## src/rtl/i2c_write_sequencer.sv

```systemverilog
// I2C register-write sequencer: START, {addr,W}, reg, data, STOP.
// SDA is open-drain through sda_oe; SCL is driven push-pull.
module i2c_write_sequencer #(
  parameter int CLK_DIV = 125
) (
  input  logic       clk,
  input  logic       reset,
  input  logic       start,
  input  logic [6:0] dev_addr,
  input  logic [7:0] reg_addr,
  input  logic [7:0] wr_data,
  input  logic       sda_in,
  output logic       scl,
  output logic       sda_oe,
  output logic       busy,
  output logic       done,
  output logic       ack_err
);
  typedef enum logic [2:0] {
    IDLE, START, BIT, ACK, STOP
  } state_t;

  localparam logic [11:0] DIV_MAX = 12'(CLK_DIV - 1);

  state_t      state_q, state_d;
  logic [11:0] div_q, div_d;
  logic [1:0]  qtr_q, qtr_d;
  logic [2:0]  bit_q, bit_d;
  logic [1:0]  byte_q, byte_d;
  logic [7:0]  sh_q, sh_d;
  logic [7:0]  reg_q, reg_d;
  logic [7:0]  dat_q, dat_d;
  logic        ack_q, ack_d;
  logic        scl_q, scl_d;
  logic        oe_q, oe_d;
  logic        busy_q, busy_d;
  logic        done_q, done_d;
  logic        err_q, err_d;
  logic        tick;

  assign tick = busy_q && (div_q == DIV_MAX);

  always_comb begin
    state_d = state_q;
    div_d   = div_q;
    qtr_d   = qtr_q;
    bit_d   = bit_q;
    byte_d  = byte_q;
    sh_d    = sh_q;
    reg_d   = reg_q;
    dat_d   = dat_q;
    ack_d   = ack_q;
    busy_d  = busy_q;
    done_d  = 1'b0;
    err_d   = err_q;

    if (busy_q)
      div_d = tick ? 12'd0 : div_q + 12'd1;
    if (state_q == ACK && qtr_q == 2'd2 && tick)
      ack_d = sda_in;

    case (state_q)
      IDLE: begin
        if (start) begin
          state_d = START;
          div_d   = 12'd0;
          qtr_d   = 2'd0;
          bit_d   = 3'd0;
          byte_d  = 2'd0;
          sh_d    = {dev_addr, 1'b0};
          reg_d   = reg_addr;
          dat_d   = wr_data;
          busy_d  = 1'b1;
          err_d   = 1'b0;
        end
      end
      default: begin
        if (tick) begin
          qtr_d = qtr_q + 2'd1;
          if (qtr_q == 2'd3) begin
            case (state_q)
              START: state_d = BIT;
              BIT: begin
                bit_d = bit_q + 3'd1;
                sh_d  = {sh_q[6:0], 1'b0};
                if (bit_q == 3'd7)
                  state_d = ACK;
              end
              ACK: begin
                if (ack_q) begin
                  err_d   = 1'b1;
                  state_d = STOP;
                end else if (byte_q == 2'd2) begin
                  state_d = STOP;
                end else begin
                  byte_d  = byte_q + 2'd1;
                  sh_d    = (byte_q == 2'd0) ? reg_q : dat_q;
                  state_d = BIT;
                end
              end
              STOP: begin
                state_d = IDLE;
                busy_d  = 1'b0;
                done_d  = 1'b1;
              end
              default: state_d = IDLE;
            endcase
          end
        end
      end
    endcase

    // Pin levels are decoded from the next state so they come out registered.
    scl_d = 1'b1;
    oe_d  = 1'b0;
    case (state_d)
      START: begin
        scl_d = ~qtr_d[1];
        oe_d  = (qtr_d != 2'd0);
      end
      BIT: begin
        scl_d = (qtr_d == 2'd1) || (qtr_d == 2'd2);
        oe_d  = ~sh_d[7];
      end
      ACK: begin
        scl_d = (qtr_d == 2'd1) || (qtr_d == 2'd2);
        oe_d  = 1'b0;
      end
      STOP: begin
        scl_d = (qtr_d != 2'd0);
        oe_d  = ~qtr_d[1];
      end
      default: begin
        scl_d = 1'b1;
        oe_d  = 1'b0;
      end
    endcase
  end

  always_ff @(posedge clk) begin
    if (reset) begin
      state_q <= IDLE;
      div_q   <= 12'd0;
      qtr_q   <= 2'd0;
      bit_q   <= 3'd0;
      byte_q  <= 2'd0;
      sh_q    <= 8'd0;
      reg_q   <= 8'd0;
      dat_q   <= 8'd0;
      ack_q   <= 1'b0;
      scl_q   <= 1'b1;
      oe_q    <= 1'b0;
      busy_q  <= 1'b0;
      done_q  <= 1'b0;
      err_q   <= 1'b0;
    end else begin
      state_q <= state_d;
      div_q   <= div_d;
      qtr_q   <= qtr_d;
      bit_q   <= bit_d;
      byte_q  <= byte_d;
      sh_q    <= sh_d;
      reg_q   <= reg_d;
      dat_q   <= dat_d;
      ack_q   <= ack_d;
      scl_q   <= scl_d;
      oe_q    <= oe_d;
      busy_q  <= busy_d;
      done_q  <= done_d;
      err_q   <= err_d;
    end
  end

  assign scl     = scl_q;
  assign sda_oe  = oe_q;
  assign busy    = busy_q;
  assign done    = done_q;
  assign ack_err = err_q;
endmodule

```

## config.mk

```make
export PLATFORM = sky130hd
export DESIGN_NAME = i2c_write_sequencer
export DESIGN_NICKNAME = d
export VERILOG_FILES = /design/src/rtl/i2c_write_sequencer.sv
export SDC_FILE = /design/constraint.sdc
export NUM_CORES = 1
export LEC_CHECK = 0
export CAP_MARGIN = 10
export CORE_ASPECT_RATIO = 1.1
export CORE_UTILIZATION = 55
export DETAILED_ROUTE_END_ITERATION = 7
export GPL_TIMING_DRIVEN = 0
export HOLD_SLACK_MARGIN = 0.15
export PLACE_DENSITY = 0.79
export RECOVER_POWER = 50
export SKIP_LAST_GASP = 1
export SLEW_MARGIN = 10
export SYNTH_ARGS = -nofsm -noshare
export SYNTH_HDL_FRONTEND = slang
export SYNTH_SLANG_ARGS = --single-unit
export TNS_END_PERCENT = 30
```

## constraint.sdc

```tcl
create_clock -name clk -period 7.3 [get_ports clk]
set_input_delay 0.73 -clock clk [delete_from_list [all_inputs] [get_ports clk]]
set_output_delay 0.73 -clock clk [all_outputs]
set_load 0.01 [all_outputs]
```

After elaboration in Yosys (flattened, before gate mapping)
Cells that the tools add are included.

word-level totals
  input bits = 27
  memories kept = 0
  bits in registers = 52
  output and inout bits = 5
  bits in read-only memories = 0
  word-level logic and storage cells = 114
  bits in latches = 0
  bits in writable memories = 0

cells by class
  add/sub/neg operators = 4
  bitwise gates (word level) = 4
  divide/modulo/power cells = 0
  reductions and logical operators = 22
  shift operators = 0
  multipliers = 0
  eq/ne operators = 20
  $lt $le $gt $ge = 0
  mux-type cells = 49

operators with widths
  cell                                                    count
  2-to-1 mux 8 bit                                        7
  2-to-1 mux 12 bit                                       4
  2-to-1 mux 3 bit                                        12
  2-to-1 mux 2 bit                                        10
  case mux 8 bit (2 select lines)                         1
  nonzero test 2 bit                                      7
  adder 12 x 1 -> 12 bit (second input constant)          1
  equality test 12 x 7 -> 1 bit (second input constant)   1
  equality test 3 x 2 -> 1 bit (second input constant)    4
  2-to-1 mux 1 bit                                        12
  AND reduction 6 bit                                     2
  equality test 3 bit (second input constant)             3
  case mux 3 bit (3 select lines)                         1
  equality test 2 bit (second input constant)             4
  AND reduction 4 bit                                     2
  equality test 3 x 1 -> 1 bit (second input constant)    2
  inequality test 3 x 2 -> 1 bit (second input constant)  2
  case mux 1 bit (3 select lines)                         2
  AND reduction 5 bit                                     1
  adder 2 x 1 -> 2 bit (second input constant)            2
  inequality test 2 x 1 -> 1 bit (second input constant)  2
  inverter 1 bit                                          4
  OR reduction 4 bit                                      1
  adder 3 x 1 -> 3 bit (second input constant)            1
  other kinds (9)                                         11

Logic depth before layout (Yosys ltp)
  word-level depth = 10
  depth in mapped cells = 10
  gate-level depth less buffers = 10

Worst setup path after synthesis
OpenSTA, ideal clock, no wires.

  path type = register to register
  start point = reg div_q[8]
  end point = reg oe_q, in the netlist sda_oe
  required time = 7.212 ns
  buffers on the path = 1
  clock period less this slack = 2.391 ns
  stages on the path, launching flop included = 10
  data arrival time = 2.303 ns
  library setup time = 0.088 ns
  slack = 4.909 ns
  cells stage by stage = dfxtp_1 -> or4_1 -> buf_2 -> or4_1 -> nor3_1 -> a21oi_1 -> ha_1 -> nor3_1 -> a22oi_1 -> o32ai_2

between the ends
  longest elaborated chain between the ends = 6
  elaborated cells on any way between the ends = 15
  classes of those cells = eq/ne (4); mux (7); bitwise (2); reduce/logical (2)

RTL lines
  item                                         RTL line  text
  start: declaration                           26        logic [11:0] div_q, div_d;
  start signal: assignment                     158       div_q <= div_d;
  equality test 12 x 7 -> 1 bit (*)            41        assign tick = busy_q && (div_q == DIV_MAX);
  logical AND 1 bit (*)                        41
  2-to-1 mux 3 bit (tied with other cells)     78        if (tick) begin
  2-to-1 mux 3 bit (tied with other cells)     62        case (state_q)
  equality test 3 bit (tied with other cells)  116       case (state_d)
  case mux 1 bit (3 select lines) (*)          116
  end signal: assignment                       152       oe_q <= 1'b0;
  end signal: assignment                       167       oe_q <= oe_d;
  end: declaration                             35        logic oe_q, oe_d;

Every way passes the cells marked *; elsewhere a longest branch is shown, timed or not. The select of a mux whose other input is x is not followed.
A chain may end at the register's enable or synchronous reset.

Worst setup path in the final report
Ends and elaborated chain as after synthesis.

==> results.md <==
- Max incr delay on CP: 1.29 ns
- Setup WS post-layout: 4.03 ns
- CP Cell Sequence: or4_1 > clkbuf_1 > nor4_1 > a21oi_1 > nand2b_1 > o32ai_2
- Max FO, Critical Path: 10
- Layout Utilization: 68.0%
- Max_cap viols: 1
- Crit path to: sda_oe
- WP buf/inv: 1
- Syn_area_per_cell: just over 8 um2
- Net Sw Frac: between 20 and 25%
- Hold slack final: 0.460 ns
- CP Capture Type: register
- CORE AREA: 4410 um2
- Wirelength per Cell: 14.6 um
- Detailed Place HPWL: 4490 um
- Delay-heaviest family, CP: simple AND/OR/NAND/NOR gates
- Post-CTS setup buffers: 0
- M3 GR Usage: 4.45%
- YS warnings: 0
- Pwr dens: 176 nW/um2
- Non-Filler Instances: 409
- Overflow after GRT: 0
- FF-to-FF setup slack: between 4 and 5 ns
- Sum Neg Setup Slack: 0 ns
- Worst-Skew Late Latency: 0.30 ns
- CTS Sinks: 52
- Post-CTS sizing: 0
- Slew margin rel.: -5.48%
- Total Die Area: 4980 um2
- DRC violations left: 0
- Slowest CP cell: nor4_1
- Async S/R FF share, synth: 0%
- WP data arrival: 3.48 ns
- Status: finished with violations
- Number of global-route vias before repair: approximately 2200
- Pin count of the biggest net entering global routing: 16
- Cells after synthesis: 317
- CTS clk-pin slew, worst paths: 0.09 ns
- Worst hold path class: reg2reg
- Fin. max-slew vios: 11
- P_leak: around 1.1 nW
- Port bufs: 30
- Syn nets: 353
- CP startpoint kind: register
- Internal Dissipation: 0.398 mW
- CP Class: reg2reg
- Drt pass-1 iters: 4
- First-pass GRT wire length: roughly 10000 um
- Placed cells: 401
- TritonCTS Buffers: 5
- Top_reg_cell synth: dfxtp_1
- Combinational power share: 11.6%
- Die Span Y: roughly 74 um
- Final setup fails: 0
- Synthesized area: 2590 um2
- RR Startpoint: div_q[8]
- Fillers: 369
- H-tree levels: 2
- CTS root buffer: clkbuf_8
- Violated checks: capacitance limit, slew limit
- Clk buf depth: 2
- Initial Utilization: 58.7%
- RSZ-0062 raised after global routing: false
- Layout Skew: 0.00647 ns
- FMAX: 306 MHz
- Layout cells sized above 1: 3.38%
- Post-synth EDFFs: 0
- Yosys reg bits: 52
- GP Congestion: between 0.8 and 0.9
- Switching pwr: 0.131 mW
- DP Area: just under 3000 um2
- TritonCTS clock tree: built
- Area of the multi-input gates: 1380 um2
- Ant. Diodes: 0
- Post-synthesis sequential area ratio: 40.2%
- CP startpoint: div_q[8]
- Final period util: ~45%
- Worst Tran Pin Value: between 1.5 and 2 ns
- Crit path required time: 7.51 ns
- Reg2Reg Depth: 6
- Cell area after layout: 3000 um2
- Boundary Pins: 32
- Initial antenna violation count: 0
- Initial DRC Count: 180
- Crit path time final: around 3.3 ns
- DIE WIDTH: 67.4 um
- Met2 Use GR: 44.4%
- CP Depth: 6
- Sequential Power Share: 56.5%
- Row Count: 25
- Capturing point of the worst reg2reg path: sda_oe
- Vias/cell: 5.75
- Fin nets: 390
- Detailed Route WL: 5970 um
- Register area: approximately 1000 um2
- Busiest grt layer: met2
- Peak VDD IR: roughly 0.00012 V
- Post-DRT Antenna Nets: 0
- Total GRT Usage: 25.7%
- Power Total: 0.530 mW
- Fin. Hold Viols: 0
- Met1 global-route usage: 32.8%
- Clk pwr share: about a third
- Syn-to-layout area delta: 16.0%
- Post-synthesis cell type count: 42
- Pre-CTS WS: 4.15 ns
- DR vias: 2351
- Hold_buf cts: 0
power groups by stage:
stage,Sequential (mW),Clock [mW],Combinational [mW]
after floorplan,0.304,0,0.0364
after global placement,0.305,0,0.0610
after detailed placement,0.306,0,0.0618
after CTS,0.299,0.173,0.0624
after global routing,0.300,0.181,0.0677
final,0.299,0.169,0.0615
kinds of logic after synthesis:
logic type	synth area share [%]
compound gates	16.0
fa+ha+maj	4.35
buf+inv	4.69
xor+xnor	3.39
mux	5.13
simple gates	26.3
flops	40.2
how the worst min path moves through the flow:
stage             start       end  cells past startpoint  slack [ns]
6_report       dat_q[5]  dat_q[5]                      2        0.46
5_1_grt        dat_q[1]  dat_q[1]                      2        0.48
4_1_cts        dat_q[5]  dat_q[5]                      2        0.46
3_5_place_dp   dat_q[5]  dat_q[5]                      2        0.45
3_3_place_gp   dat_q[0]  dat_q[0]                      2        0.44
2_1_floorplan  reg_q[0]  reg_q[0]                      2        0.43
worst min-delay path: cells and delay by family, from the launching register on:
kind | cells | cell delay, ns
flops | 1 | 0.32
simple gates | 1 | 0.05
compound gates | 1 | 0.05
synthesized netlist by cell type, drive strengths merged (6+ instances only):
cell     n  area (um2)
xor2     7        61.3
o22ai    6        37.5
inv     14        52.6
nor3     7        40.0
ha       9         113
nand4    8        50.1
o21ai   13        65.1
nand2   47         176
nor2    26         105
mux2i   11         110
nand3    8        40.0
nand2b   7        43.8
dfxtp   52        1040
clkbuf  15        56.3
a21oi   38         190
a22oi    7        52.6
area by class of cell:
type | instances | share of cell area [%]
buffer | 18 | 2.25
clock inverter | 1 | 0.250
multi-input combinational | 233 | 45.9
tap | 54 | 2.25
timing repair buffer | 30 | 10.0
sequential | 52 | 34.7
inverter | 14 | 1.75
clock buffer | 7 | 2.88
cell usage in the layout (no fill, tap or decap), types with 6 or more instances in the layout:
| cell | Yosys | routed |
|---|---|---|
| nand2_1 | 47 | 47 |
| nand4_1 | 8 | 8 |
| clkbuf_8 | 0 | 6 |
| xor2_1 | 7 | 7 |
| dfxtp_1 | 52 | 52 |
| nor2_1 | 25 | 26 |
| a21oi_1 | 38 | 38 |
| o21ai_0 | 4 | 11 |
| a22oi_1 | 7 | 7 |
| mux2i_1 | 11 | 11 |
| clkdlybuf4s50_1 | 0 | 24 |
| nand2b_1 | 7 | 7 |
| ha_1 | 9 | 9 |
| clkbuf_1 | 15 | 17 |
| o22ai_1 | 6 | 6 |
| inv_1 | 14 | 14 |
| nand3_1 | 8 | 8 |
| nor3_1 | 6 | 6 |
| dlygate4sd3_1 | 0 | 6 |
flip-flops by register name, summed over array words and instances, names as in the netlist:
register,count
ack_err,1
state_q,3
div_q,12
reg_q,8
done,1
scl,1
sda_oe,1
busy,1
dat_q,8
qtr_q,2
byte_q,2
bit_q,3
ack_q,1
sh_q,8
metal layers:
layer	part of all wire, %	wire (um)	vias to the layer above
li1	-	-	1180
met1	44	2640	1103
met2	50	2980	61
met3	4.9	291	7
met4	0.97	58	0
met5	0	0	-
(Power assumes the default switching activity.)
